### src/rtl/aximm_stream_client_arbiter_if.sv
// AXI-MM-over-stream link: request (TX) and response (RX) stream pair
// between the client arbiter (master) and the link/server side (slave).
interface aximm_stream_client_arbiter_if;
    logic [255:0] AXIS_TX_TDATA;
    logic         AXIS_TX_TVALID;
    logic         AXIS_TX_TLAST;
    logic         AXIS_TX_TREADY;
    logic [255:0] AXIS_RX_TDATA;
    logic         AXIS_RX_TVALID;
    logic         AXIS_RX_TLAST;
    logic         AXIS_RX_TREADY;

    modport master (
        output AXIS_TX_TDATA, AXIS_TX_TVALID, AXIS_TX_TLAST,
        input  AXIS_TX_TREADY,
        input  AXIS_RX_TDATA, AXIS_RX_TVALID, AXIS_RX_TLAST,
        output AXIS_RX_TREADY
    );

    modport slave (
        input  AXIS_TX_TDATA, AXIS_TX_TVALID, AXIS_TX_TLAST,
        output AXIS_TX_TREADY,
        output AXIS_RX_TDATA, AXIS_RX_TVALID, AXIS_RX_TLAST,
        input  AXIS_RX_TREADY
    );
endinterface

### src/rtl/aximm_stream_client_arbiter.sv
// Client-side master of the AXI-MM-over-stream link. Arbitrates NUM_REQ
// local requesters round-robin onto one request/response stream pair, one
// outstanding transaction at a time.
// Optional response timeout: define AXIS_CLIENT_TIMEOUT_EN.
module aximm_stream_client_arbiter #(
    parameter int NUM_REQ        = 4,
    parameter int ADDR_WIDTH     = 64,
    parameter int DATA_WIDTH     = 32,
    parameter int TIMEOUT_CYCLES = 65535
) (
    input  logic                             clk,
    input  logic                             resetn,
    input  logic [NUM_REQ-1:0]               req_valid,
    input  logic [NUM_REQ-1:0]               req_is_write,
    input  logic [NUM_REQ*ADDR_WIDTH-1:0]    req_addr,
    input  logic [NUM_REQ*DATA_WIDTH-1:0]    req_wdata,
    output logic [NUM_REQ-1:0]               req_ready,
    output logic [NUM_REQ-1:0]               rsp_valid,
    output logic [DATA_WIDTH-1:0]            rsp_rdata,
    output logic [1:0]                       rsp_resp,
    output logic [15:0]                      mismatch_count,
    aximm_stream_client_arbiter_if.master    axis
);

    localparam int IDX_W = $clog2(NUM_REQ);
    localparam logic [NUM_REQ-1:0] ONE = NUM_REQ'(1);

    localparam logic [1:0] S_IDLE    = 2'd0;
    localparam logic [1:0] S_SEND    = 2'd1;
    localparam logic [1:0] S_WAIT    = 2'd2;
    localparam logic [1:0] S_DELIVER = 2'd3;

    localparam logic [31:0] T_READ_REQ  = 32'd1;
    localparam logic [31:0] T_WRITE_REQ = 32'd2;
    localparam logic [31:0] T_READ_RSP  = 32'd3;
    localparam logic [31:0] T_WRITE_RSP = 32'd4;

    // Request captured at grant; the packet fields are fixed 64/32 bits wide.
    typedef struct packed {
        logic             is_write;
        logic [63:0]      addr;
        logic [31:0]      wdata;
        logic [IDX_W-1:0] id;
    } req_t;

    logic [NUM_REQ-1:0][ADDR_WIDTH-1:0] addr_arr;
    logic [NUM_REQ-1:0][DATA_WIDTH-1:0] wdata_arr;

    logic [1:0]       state;
    logic [IDX_W-1:0] rr_ptr;
    req_t             cur;
    logic [255:0]     tx_tdata;
    logic             tx_tvalid;
    logic             rx_tready;

    logic             grant_hit;
    logic [IDX_W-1:0] grant_idx;
    logic [IDX_W-1:0] cand;
    logic             tx_fire;
    logic             rx_fire;
    logic             rx_match;
    logic             timeout_hit;

    // Unpack the flat requester buses into per-lane arrays.
    for (genvar i = 0; i < NUM_REQ; i++) begin : g_lane
        assign addr_arr[i]  = req_addr[i*ADDR_WIDTH +: ADDR_WIDTH];
        assign wdata_arr[i] = req_wdata[i*DATA_WIDTH +: DATA_WIDTH];
    end

    assign axis.AXIS_TX_TDATA  = tx_tdata;
    assign axis.AXIS_TX_TVALID = tx_tvalid;
    assign axis.AXIS_TX_TLAST  = tx_tvalid;  // single-beat packets
    assign axis.AXIS_RX_TREADY = rx_tready;

    assign tx_fire = (state == S_SEND) && tx_tvalid && axis.AXIS_TX_TREADY;
    assign rx_fire = rx_tready && axis.AXIS_RX_TVALID;

    // A response belongs to us only if type, address and framing all agree.
    assign rx_match = (axis.AXIS_RX_TDATA[31:0] == (cur.is_write ? T_WRITE_RSP : T_READ_RSP))
                   && (axis.AXIS_RX_TDATA[95:32] == cur.addr)
                   && axis.AXIS_RX_TLAST;

    logic unused_rx_pad;
    assign unused_rx_pad = ^axis.AXIS_RX_TDATA[255:130];

    // Round-robin search starting just after the last granted requester.
    always_comb begin
        grant_hit = 1'b0;
        grant_idx = rr_ptr;
        cand      = '0;
        for (int k = 1; k <= NUM_REQ; k++) begin
            cand = IDX_W'((int'(rr_ptr) + k) % NUM_REQ);
            if (!grant_hit && req_valid[cand]) begin
                grant_hit = 1'b1;
                grant_idx = cand;
            end
        end
    end

    function automatic logic [255:0] build_pkt(input req_t r);
        logic [255:0] p;
        p          = '0;
        p[31:0]    = r.is_write ? T_WRITE_REQ : T_READ_REQ;
        p[95:32]   = r.addr;
        p[127:96]  = r.is_write ? r.wdata : 32'd0;
        return p;
    endfunction

`ifdef AXIS_CLIENT_TIMEOUT_EN
    localparam int TO_W = $clog2(TIMEOUT_CYCLES + 1);
    logic [TO_W-1:0] to_cnt;

    // Cycles spent in WAIT_RSP; restarts at the request handshake.
    always_ff @(posedge clk or negedge resetn) begin
        if (!resetn)
            to_cnt <= '0;
        else if (tx_fire)
            to_cnt <= '0;
        else if (state == S_WAIT)
            to_cnt <= to_cnt + 1'b1;
    end

    assign timeout_hit = (state == S_WAIT) && (to_cnt == TO_W'(TIMEOUT_CYCLES - 1));
`else
    // Without the timeout WAIT_RSP waits forever; the parameter is inert.
    logic [31:0] unused_timeout;
    assign unused_timeout = 32'(TIMEOUT_CYCLES);
    assign timeout_hit    = 1'b0;
`endif

    // Main transaction FSM: grant, send request, await response, deliver.
    always_ff @(posedge clk or negedge resetn) begin
        if (!resetn) begin
            state          <= S_IDLE;
            rr_ptr         <= IDX_W'(NUM_REQ - 1);
            cur            <= '0;
            tx_tdata       <= '0;
            tx_tvalid      <= 1'b0;
            rx_tready      <= 1'b0;
            req_ready      <= '0;
            rsp_valid      <= '0;
            rsp_rdata      <= '0;
            rsp_resp       <= '0;
            mismatch_count <= '0;
        end else begin
            req_ready <= '0;
            rsp_valid <= '0;
            case (state)
                S_IDLE: begin
                    if (grant_hit) begin
                        req_ready <= ONE << grant_idx;
                        cur       <= '{is_write: req_is_write[grant_idx],
                                       addr:     64'(addr_arr[grant_idx]),
                                       wdata:    32'(wdata_arr[grant_idx]),
                                       id:       grant_idx};
                        rr_ptr    <= grant_idx;
                        state     <= S_SEND;
                    end
                end
                S_SEND: begin
                    if (!tx_tvalid) begin
                        tx_tvalid <= 1'b1;
                        tx_tdata  <= build_pkt(cur);
                    end else if (axis.AXIS_TX_TREADY) begin
                        tx_tvalid <= 1'b0;
                        rx_tready <= 1'b1;
                        state     <= S_WAIT;
                    end
                end
                S_WAIT: begin
                    if (rx_fire && rx_match) begin
                        rx_tready <= 1'b0;
                        rsp_rdata <= DATA_WIDTH'(axis.AXIS_RX_TDATA[127:96]);
                        rsp_resp  <= axis.AXIS_RX_TDATA[129:128];
                        rsp_valid <= ONE << cur.id;
                        state     <= S_DELIVER;
                    end else begin
                        if (rx_fire && (mismatch_count != 16'hFFFF))
                            mismatch_count <= mismatch_count + 16'd1;
                        if (timeout_hit) begin
                            rx_tready <= 1'b0;
                            rsp_rdata <= '0;
                            rsp_resp  <= 2'b11;
                            rsp_valid <= ONE << cur.id;
                            state     <= S_DELIVER;
                        end
                    end
                end
                default: begin
                    state <= S_IDLE;
                end
            endcase
        end
    end

endmodule

### src/flat_wrapper.sv
// flat-port wrapper written by rule: the top's interface ports become plain ports
module aximm_stream_client_arbiter_flat 
#(
    parameter int NUM_REQ        = 4,
    parameter int ADDR_WIDTH     = 64,
    parameter int DATA_WIDTH     = 32,
    parameter int TIMEOUT_CYCLES = 65535
)
  (clk, resetn, req_valid, req_is_write, req_addr, req_wdata, req_ready, rsp_valid, rsp_rdata, rsp_resp, mismatch_count, axis_AXIS_TX_TDATA, axis_AXIS_TX_TVALID, axis_AXIS_TX_TLAST, axis_AXIS_TX_TREADY, axis_AXIS_RX_TDATA, axis_AXIS_RX_TVALID, axis_AXIS_RX_TLAST, axis_AXIS_RX_TREADY);
  aximm_stream_client_arbiter_if axis_i ();
  input  logic clk;
  input  logic resetn;
  input  logic [NUM_REQ-1:0] req_valid;
  input  logic [NUM_REQ-1:0] req_is_write;
  input  logic [NUM_REQ*ADDR_WIDTH-1:0] req_addr;
  input  logic [NUM_REQ*DATA_WIDTH-1:0] req_wdata;
  output logic [NUM_REQ-1:0] req_ready;
  output logic [NUM_REQ-1:0] rsp_valid;
  output logic [DATA_WIDTH-1:0] rsp_rdata;
  output logic [1:0] rsp_resp;
  output logic [15:0] mismatch_count;
  output wire logic [$bits(axis_i.AXIS_TX_TDATA)-1:0] axis_AXIS_TX_TDATA;
  output wire logic [$bits(axis_i.AXIS_TX_TVALID)-1:0] axis_AXIS_TX_TVALID;
  output wire logic [$bits(axis_i.AXIS_TX_TLAST)-1:0] axis_AXIS_TX_TLAST;
  input wire logic [$bits(axis_i.AXIS_TX_TREADY)-1:0] axis_AXIS_TX_TREADY;
  input wire logic [$bits(axis_i.AXIS_RX_TDATA)-1:0] axis_AXIS_RX_TDATA;
  input wire logic [$bits(axis_i.AXIS_RX_TVALID)-1:0] axis_AXIS_RX_TVALID;
  input wire logic [$bits(axis_i.AXIS_RX_TLAST)-1:0] axis_AXIS_RX_TLAST;
  output wire logic [$bits(axis_i.AXIS_RX_TREADY)-1:0] axis_AXIS_RX_TREADY;
  assign axis_AXIS_TX_TDATA = axis_i.AXIS_TX_TDATA;
  assign axis_AXIS_TX_TVALID = axis_i.AXIS_TX_TVALID;
  assign axis_AXIS_TX_TLAST = axis_i.AXIS_TX_TLAST;
  assign axis_i.AXIS_TX_TREADY = axis_AXIS_TX_TREADY;
  assign axis_i.AXIS_RX_TDATA = axis_AXIS_RX_TDATA;
  assign axis_i.AXIS_RX_TVALID = axis_AXIS_RX_TVALID;
  assign axis_i.AXIS_RX_TLAST = axis_AXIS_RX_TLAST;
  assign axis_AXIS_RX_TREADY = axis_i.AXIS_RX_TREADY;
  aximm_stream_client_arbiter #(.NUM_REQ(NUM_REQ), .ADDR_WIDTH(ADDR_WIDTH), .DATA_WIDTH(DATA_WIDTH), .TIMEOUT_CYCLES(TIMEOUT_CYCLES)) u_core (.clk(clk), .resetn(resetn), .req_valid(req_valid), .req_is_write(req_is_write), .req_addr(req_addr), .req_wdata(req_wdata), .req_ready(req_ready), .rsp_valid(rsp_valid), .rsp_rdata(rsp_rdata), .rsp_resp(rsp_resp), .mismatch_count(mismatch_count), .axis(axis_i));
endmodule
### config.mk
export PLATFORM = sky130hd
export DESIGN_NAME = aximm_stream_client_arbiter_flat
export DESIGN_NICKNAME = d
export VERILOG_FILES = /design/src/rtl/aximm_stream_client_arbiter_if.sv /design/src/rtl/aximm_stream_client_arbiter.sv /design/src/flat_wrapper.sv
export SDC_FILE = /design/constraint.sdc
export NUM_CORES = 1
export LEC_CHECK = 0
export ABC_AREA = 1
export CORE_AREA = 3 3 377 379
export CTS_BUF_LIST = sky130_fd_sc_hd__clkbuf_8
export CTS_CLUSTER_DIAMETER = 40
export DETAILED_ROUTE_END_ITERATION = 8
export DIE_AREA = 0 0 380 382
export PLACE_DENSITY = 0.35
export SYNTH_ARGS = -nofsm -noshare
export SYNTH_HDL_FRONTEND = slang
export SYNTH_SLANG_ARGS = --single-unit
### constraint.sdc
create_clock -name clk -period 2.2 [get_ports clk]
set_input_delay 0.44 -clock clk [delete_from_list [all_inputs] [get_ports clk]]
set_output_delay 0.44 -clock clk [all_outputs]
set_load 0.005 [all_outputs]
Word level (Yosys, flattened, before mapping)
Cells that the tools add are included.
- add/sub/neg operators: 5
- $lt $le $gt $ge: 5
- equality and inequality tests: 9
- shifts and indexed selects: 2
- multiplexer cells: 40
- bitwise logic cells: 2
- reduce and logical (&&, ||, !) cells: 19
- operators with widths (operator ; number):
    $bmux 64 s2 ; 1
    $bmux 32 s2 ; 1
    $eq 64x64->1 ; 1
    $mux 32 ; 2
    $mux 64 ; 1
    $eq 32x32->1 ; 1
    $mux 2 ; 9
    $add 16x1->16 const B ; 1
    $mux 4 ; 4
    $ne 16x16->1 const B ; 1
    $lt 2x3->1 const B ; 5
    $mux 1 ; 14
    $bmux 1 s2 ; 5
    $logic_and 1x1->1 ; 8
    $reduce_and 4->1 ; 2
    $shl 1x2->4 const A ; 2
    $ne 2x1->1 const B ; 3
    $pmux 2 s3 ; 1
    $reduce_and 2->1 ; 3
    $add 2x1->2 const B ; 2
    $add 2x2->2 const B ; 2
    $logic_not 1->1 ; 3
    $mux 3 ; 1
    $reduce_and 3->1 ; 1
    other kinds (7) ; 8
- bits in registers: 291
- input bits: 653
- output and inout port bits: 317
- word-level logic and storage cells: 96

Longest topological paths before layout
Gate-level depths: netlist of the first run.
- word-level depth: 16
- mapped depth: 17
- mapped depth without buffers: 15

Worst setup path before layout of the first run
Ideal clock, no wire load.
- kind: flip-flop to flip-flop
- from: register u_core.rr_ptr[0]
- to: register u_core.cur[10] (netlist name)
- library setup time: 0.124 ns
- data arrival time: 1.762 ns
- data required time: 2.076 ns
- path slack: 0.314 ns
- stages on the path, launching flop included: 16
- buffers on the path: 2
- clock period less this slack: 1.886 ns
- cells stage by stage: dfstp_2 -> nand2_1 -> nand2_1 -> inv_2 -> o21ai_2 -> inv_2 -> nand2_1 -> nand3_1 -> nand2_2 -> inv_2 -> buf_4 -> buf_4 -> nand2_1 -> nand2_1 -> nand2_1 -> nand3_1
- word-level cells in the longest chain between the ends: 15
- elaborated cells on any way between the ends: 29
- those cells by class: add/sub (4); mux (18); reduce/logical (7)
- RTL lines (item ; line ; text):
    start: declaration ; aximm_stream_client_arbiter.sv:50 ; logic [IDX_W-1:0] rr_ptr;
    start signal: assignment ; aximm_stream_client_arbiter.sv:135 ; rr_ptr <= IDX_W'(NUM_REQ - 1);
    start signal: assignment ; aximm_stream_client_arbiter.sv:156 ; rr_ptr <= grant_idx;
    $add 2x1->2 ; aximm_stream_client_arbiter.sv:92 ; cand = IDX_W'((int'(rr_ptr) + k) % NUM_REQ);
    $bmux 1 s2 ; aximm_stream_client_arbiter.sv:93 ; if (!grant_hit && req_valid[cand]) begin
    $mux 1 (implied by the code) ; aximm_stream_client_arbiter.sv:93 ;
    $mux 1 ; aximm_stream_client_arbiter.sv:93 ;
    $logic_not 1->1 ; aximm_stream_client_arbiter.sv:93 ;
    $logic_and 1x1->1 ; aximm_stream_client_arbiter.sv:93 ;
    $mux 1 ; aximm_stream_client_arbiter.sv:93 ;
    $logic_not 1->1 ; aximm_stream_client_arbiter.sv:93 ;
    $logic_and 1x1->1 ; aximm_stream_client_arbiter.sv:93 ;
    $mux 1 ; aximm_stream_client_arbiter.sv:93 ;
    $logic_not 1->1 ; aximm_stream_client_arbiter.sv:93 ;
    $logic_and 1x1->1 ; aximm_stream_client_arbiter.sv:93 ;
    $mux 2 ; aximm_stream_client_arbiter.sv:93 ;
    $bmux 32 s2 ; aximm_stream_client_arbiter.sv:154 ; wdata: 32'(wdata_arr[grant_idx]),
    $mux 32 (implied by the code) ; aximm_stream_client_arbiter.sv:154 ;
    end signal: assignment ; aximm_stream_client_arbiter.sv:152 ; cur <= '{is_write: req_is_write[grant_idx],
    end: declaration ; aximm_stream_client_arbiter.sv:51 ; req_t cur;
Parallel ways exist; a longest one is shown, timed or not. The select of a mux whose other input is x is not followed.
A chain may end at the register's enable or synchronous reset.

Worst setup path after layout of the first run
- from: register u_core.rr_ptr[0]
- to: register u_core.cur[67] (netlist name)
- word-level cells in the longest chain between the ends: 15
- elaborated cells on any way between the ends: 29
- those cells by class: add/sub (4); mux (18); reduce/logical (7)
- RTL lines (item ; line ; text):
    $add 2x1->2 ; aximm_stream_client_arbiter.sv:92 ;
    $bmux 1 s2 ; aximm_stream_client_arbiter.sv:93 ;
    $mux 1 (implied by the code) ; aximm_stream_client_arbiter.sv:93 ;
    $mux 1 ; aximm_stream_client_arbiter.sv:93 ;
    $logic_not 1->1 ; aximm_stream_client_arbiter.sv:93 ;
    $logic_and 1x1->1 ; aximm_stream_client_arbiter.sv:93 ;
    $mux 1 ; aximm_stream_client_arbiter.sv:93 ;
    $logic_not 1->1 ; aximm_stream_client_arbiter.sv:93 ;
    $logic_and 1x1->1 ; aximm_stream_client_arbiter.sv:93 ;
    $mux 1 ; aximm_stream_client_arbiter.sv:93 ;
    $logic_not 1->1 ; aximm_stream_client_arbiter.sv:93 ;
    $logic_and 1x1->1 ; aximm_stream_client_arbiter.sv:93 ;
    $mux 2 ; aximm_stream_client_arbiter.sv:93 ;
    $bmux 64 s2 ; aximm_stream_client_arbiter.sv:153 ; addr: 64'(addr_arr[grant_idx]),
    $mux 64 (implied by the code) ; aximm_stream_client_arbiter.sv:153 ;
Parallel ways exist; a longest one is shown, timed or not. The select of a mux whose other input is x is not followed.

==> results of run 1 <==
-- critical path, cell delays in order (launching register included) --
cell     delay (ps)
dfstp_2         620
inv_4            80
nand2_2          70
nand2_2          80
nand2_1          80
nand2_1          90
nand2_2         100
nand2_1          70
nand2_2         110
nand2_8         130
buf_12          160
buf_4           140
buf_16          150
nand2_1          80
nand2_2          80
nand2_1         100
nand3_2          80
-- cell usage in the layout, fill, tap and decap left out, types with 58 or more instances in the layout --
master / Yosys / layout
inv_1: 156 / 167
dlygate4sd2_1: 0 / 87
nand2_1: 1224 / 1082
buf_4: 166 / 130
conb_1: 1 / 158
dfrtp_1: 259 / 241
o21ai_0: 116 / 71
nand2_2: 3 / 102
nor2_1: 71 / 58
clkdlybuf4s50_1: 0 / 596
nand3_1: 115 / 92
clkbuf_8: 0 / 98
-- state kept, by name (all words and copies together), names as in the netlist --
register,cells
u_core.rsp_resp,2
u_core.rsp_valid,4
u_core.axis.AXIS_RX_TREADY,1
u_core.axis.AXIS_TX_TDATA,98
u_core.state,2
u_core.req_ready,4
u_core.rr_ptr,2
u_core.cur,99
u_core.axis.AXIS_TX_TLAST,1
u_core.mismatch_count,16
u_core.rsp_rdata,32
-- path summary, 6_finish.rpt --
kind                                   endpoint  slack (ps)  cells after the start
max                              u_core.cur[67]        -160                     16
min                        u_core.rsp_rdata[23]         190                      2
max reg2reg                      u_core.cur[67]        -160                     16
min reg2reg                 u_core.rsp_valid[2]         470                      1
max in group asynchronous      u_core.rr_ptr[0]        1200                      3
min in group clk           u_core.rsp_rdata[16]         240                      3
-- routing by layer --
metal | share of wire [%] | vias to the layer above | GRT usage, %
li1 | - | 8694 | -
met1 | 40 | 8335 | 17.4
met2 | 50 | 683 | 27.2
met3 | 7.4 | 192 | 5.44
met4 | 2.4 | 44 | 3.61
met5 | 0.24 | - | 0
-- cell families after synthesis --
group                      Yosys count  share of synthesized area (%)
xor gates and xnor gates            29                           1.62
and+or+nand+nor                   1441                           35.9
buffers and inverters              426                           14.7
AOI/OAI and AO/OA                  152                           5.65
other                                1                         0.0239
adders and majority gates            5                          0.399
DFF                                261                           41.7
-- metrics by stage --
step / hold slack (ps) / setup TNS [ps]
2_1_floorplan: 144 / 0
3_3_place_gp: 380 / -91600
3_5_place_dp: 374 / -90290
4_1_cts: 79.7 / -15970
5_1_grt: 103 / -32970
6_report: 188 / -10810
-- repair_timing --
action / in CTS / in global routing
pin swaps: 33 / 24
resized for setup: 404 / 98
endpoints found under the hold margin: 149 / 0
setup buffers: 55 / 8
gates cloned: 34 / 3
hold buffers: 1 / 0
setup endpoints to repair: 254 / 168
-- power by group --
part / switching (W) / internal (W) / leakage, nW
clock: 0.00314 / 0.00452 / 0.958
sequential: 0.00160 / 0.00654 / 3.37
combinational: 0.0171 / 0.0136 / 10.2
-- final cells by class --
type	count	area share, %
Multi-Input combinational cell	1785	27.9
Timing Repair inverter	1	0.0669
Clock inverter	48	1.24
Timing Repair Buffer	935	34.3
Clock buffer	98	4.51
Inverter	164	2.13
Sequential cell	261	21.9
Tap cell	1876	7.84
Antenna cell	12	0.100
==> results.cfg, run 1 <==
[die]
rows = 137
die_w_um = 380
die_y_um = 382
dieArea_um2 = 145000
core-area_um2 = 139000
pin_count = 970
initial_utilization_pct = 11.3

[cts]
clk_path_buf_depth = 3
cts.clk_slew.worst_paths_ps = 60
cts_made_buffers = 81
clock_latency_ps = 760
clock-sinks = 261
cts-root-buf = clkbuf_8
htree_levels = 3
tritoncts = built

[final_layout]
final_area_um2 = 29900
drive_gt1_share_pct = 19.1
area_growth_pct = 91.0
fin_cells = 5180
multi_input_area_um2 = 8360
post-route-util_pct = 21.5
fillCellCount = 15700
seq_area_um2 = 6560
layout.nets = 3887

[global_route]
grt_pass1_wl_um = 153000
first_global_vias = 18500
grt_antenna_before_repair = 53
grt_overflow_total = 0
track_usage_pct = 15.3
grt_max_degree = 54

[run_status]
status = finished with violations
violations = negative setup slack

[yosys]
synthFlopType = dfrtp_1
synth_edf_count = 0
synth_top_cell_by_area = dfrtp_1
syn_area_um2 = 15700
synth_warnings = 0
seq_area_frac_synth_pct = 41.7
synth_common_cells = nand2_1, dfrtp_1, buf_4, inv_1, o21ai_0
async_reset_ff_share_pct = 100
ys_ff_latch = 261
synthDistinctLibCells = 26
yosys-top-cells-area = dfrtp_1, nand2_1, buf_4
synth_area_per_cell_um2 = 6.77
synth.top_cell.area_share_pct = 41.4
syn_inst = 2315
yosysMostFrequentCell = nand2_1

[sta]
finalClockSkew_ps = 44.4
fin_crit_ps = 2360
min_period_over_period_pct = 107
rsz0062_at_grt = true
timing.final.max_slew_violations = 0
finalHoldViolations = 0
layout_setup_ws_ps = -159
fmax_mhz = 424
setup_viol = 100

[placement]
dp_cells = 4927
gp_congestion = 0.825
io_buffers = 685
post-dp-hpwl_um = 85700
place_area_um2 = 25500
place_ws_ps = -932

[power_and_ir_drop]
p_per_area_nw_per_um2 = 1550
finalPower_w = 0.0465
p_leak_nw = 14.5
worst_ir_drop_vdd_uv = 997

[routing]
ant_nets = 0
drt-initial-drc-count = 763
wl_per_cell_um = 22.1
viasPerCell = 3.46
finalWirelength_um = 114000
first_pass_iters = 5
vias = 17900
route.detailed.drc = 0

[critical_path]
critical_path_class = reg -> reg
cp-end-kind = flop
required_ps = 2820
r2r-start = u_core.rr_ptr[0]
startpoint_type = flop
startpoint = u_core.rr_ptr[0]
crit_path_max_fanout = 8
critPathArrivalTime_ps = 2970

[hold_path]
hold_path.class = in -> async

[flow_run]
max_cap_viol_count = 0
Note: power is estimated with default switching activity, not from simulation.
==> run 2, diff against run 1 <==
--- a/config.mk
+++ b/config.mk
@@ -12,6 +12,7 @@
 export DETAILED_ROUTE_END_ITERATION = 8
 export DIE_AREA = 0 0 380 382
 export PLACE_DENSITY = 0.35
+export SLEW_MARGIN = 20
 export SYNTH_ARGS = -nofsm -noshare
 export SYNTH_HDL_FRONTEND = slang
 export SYNTH_SLANG_ARGS = --single-unit
==> results of run 2 <==
Same layout as run 1: the final DEF is identical, and so are final timing and power.
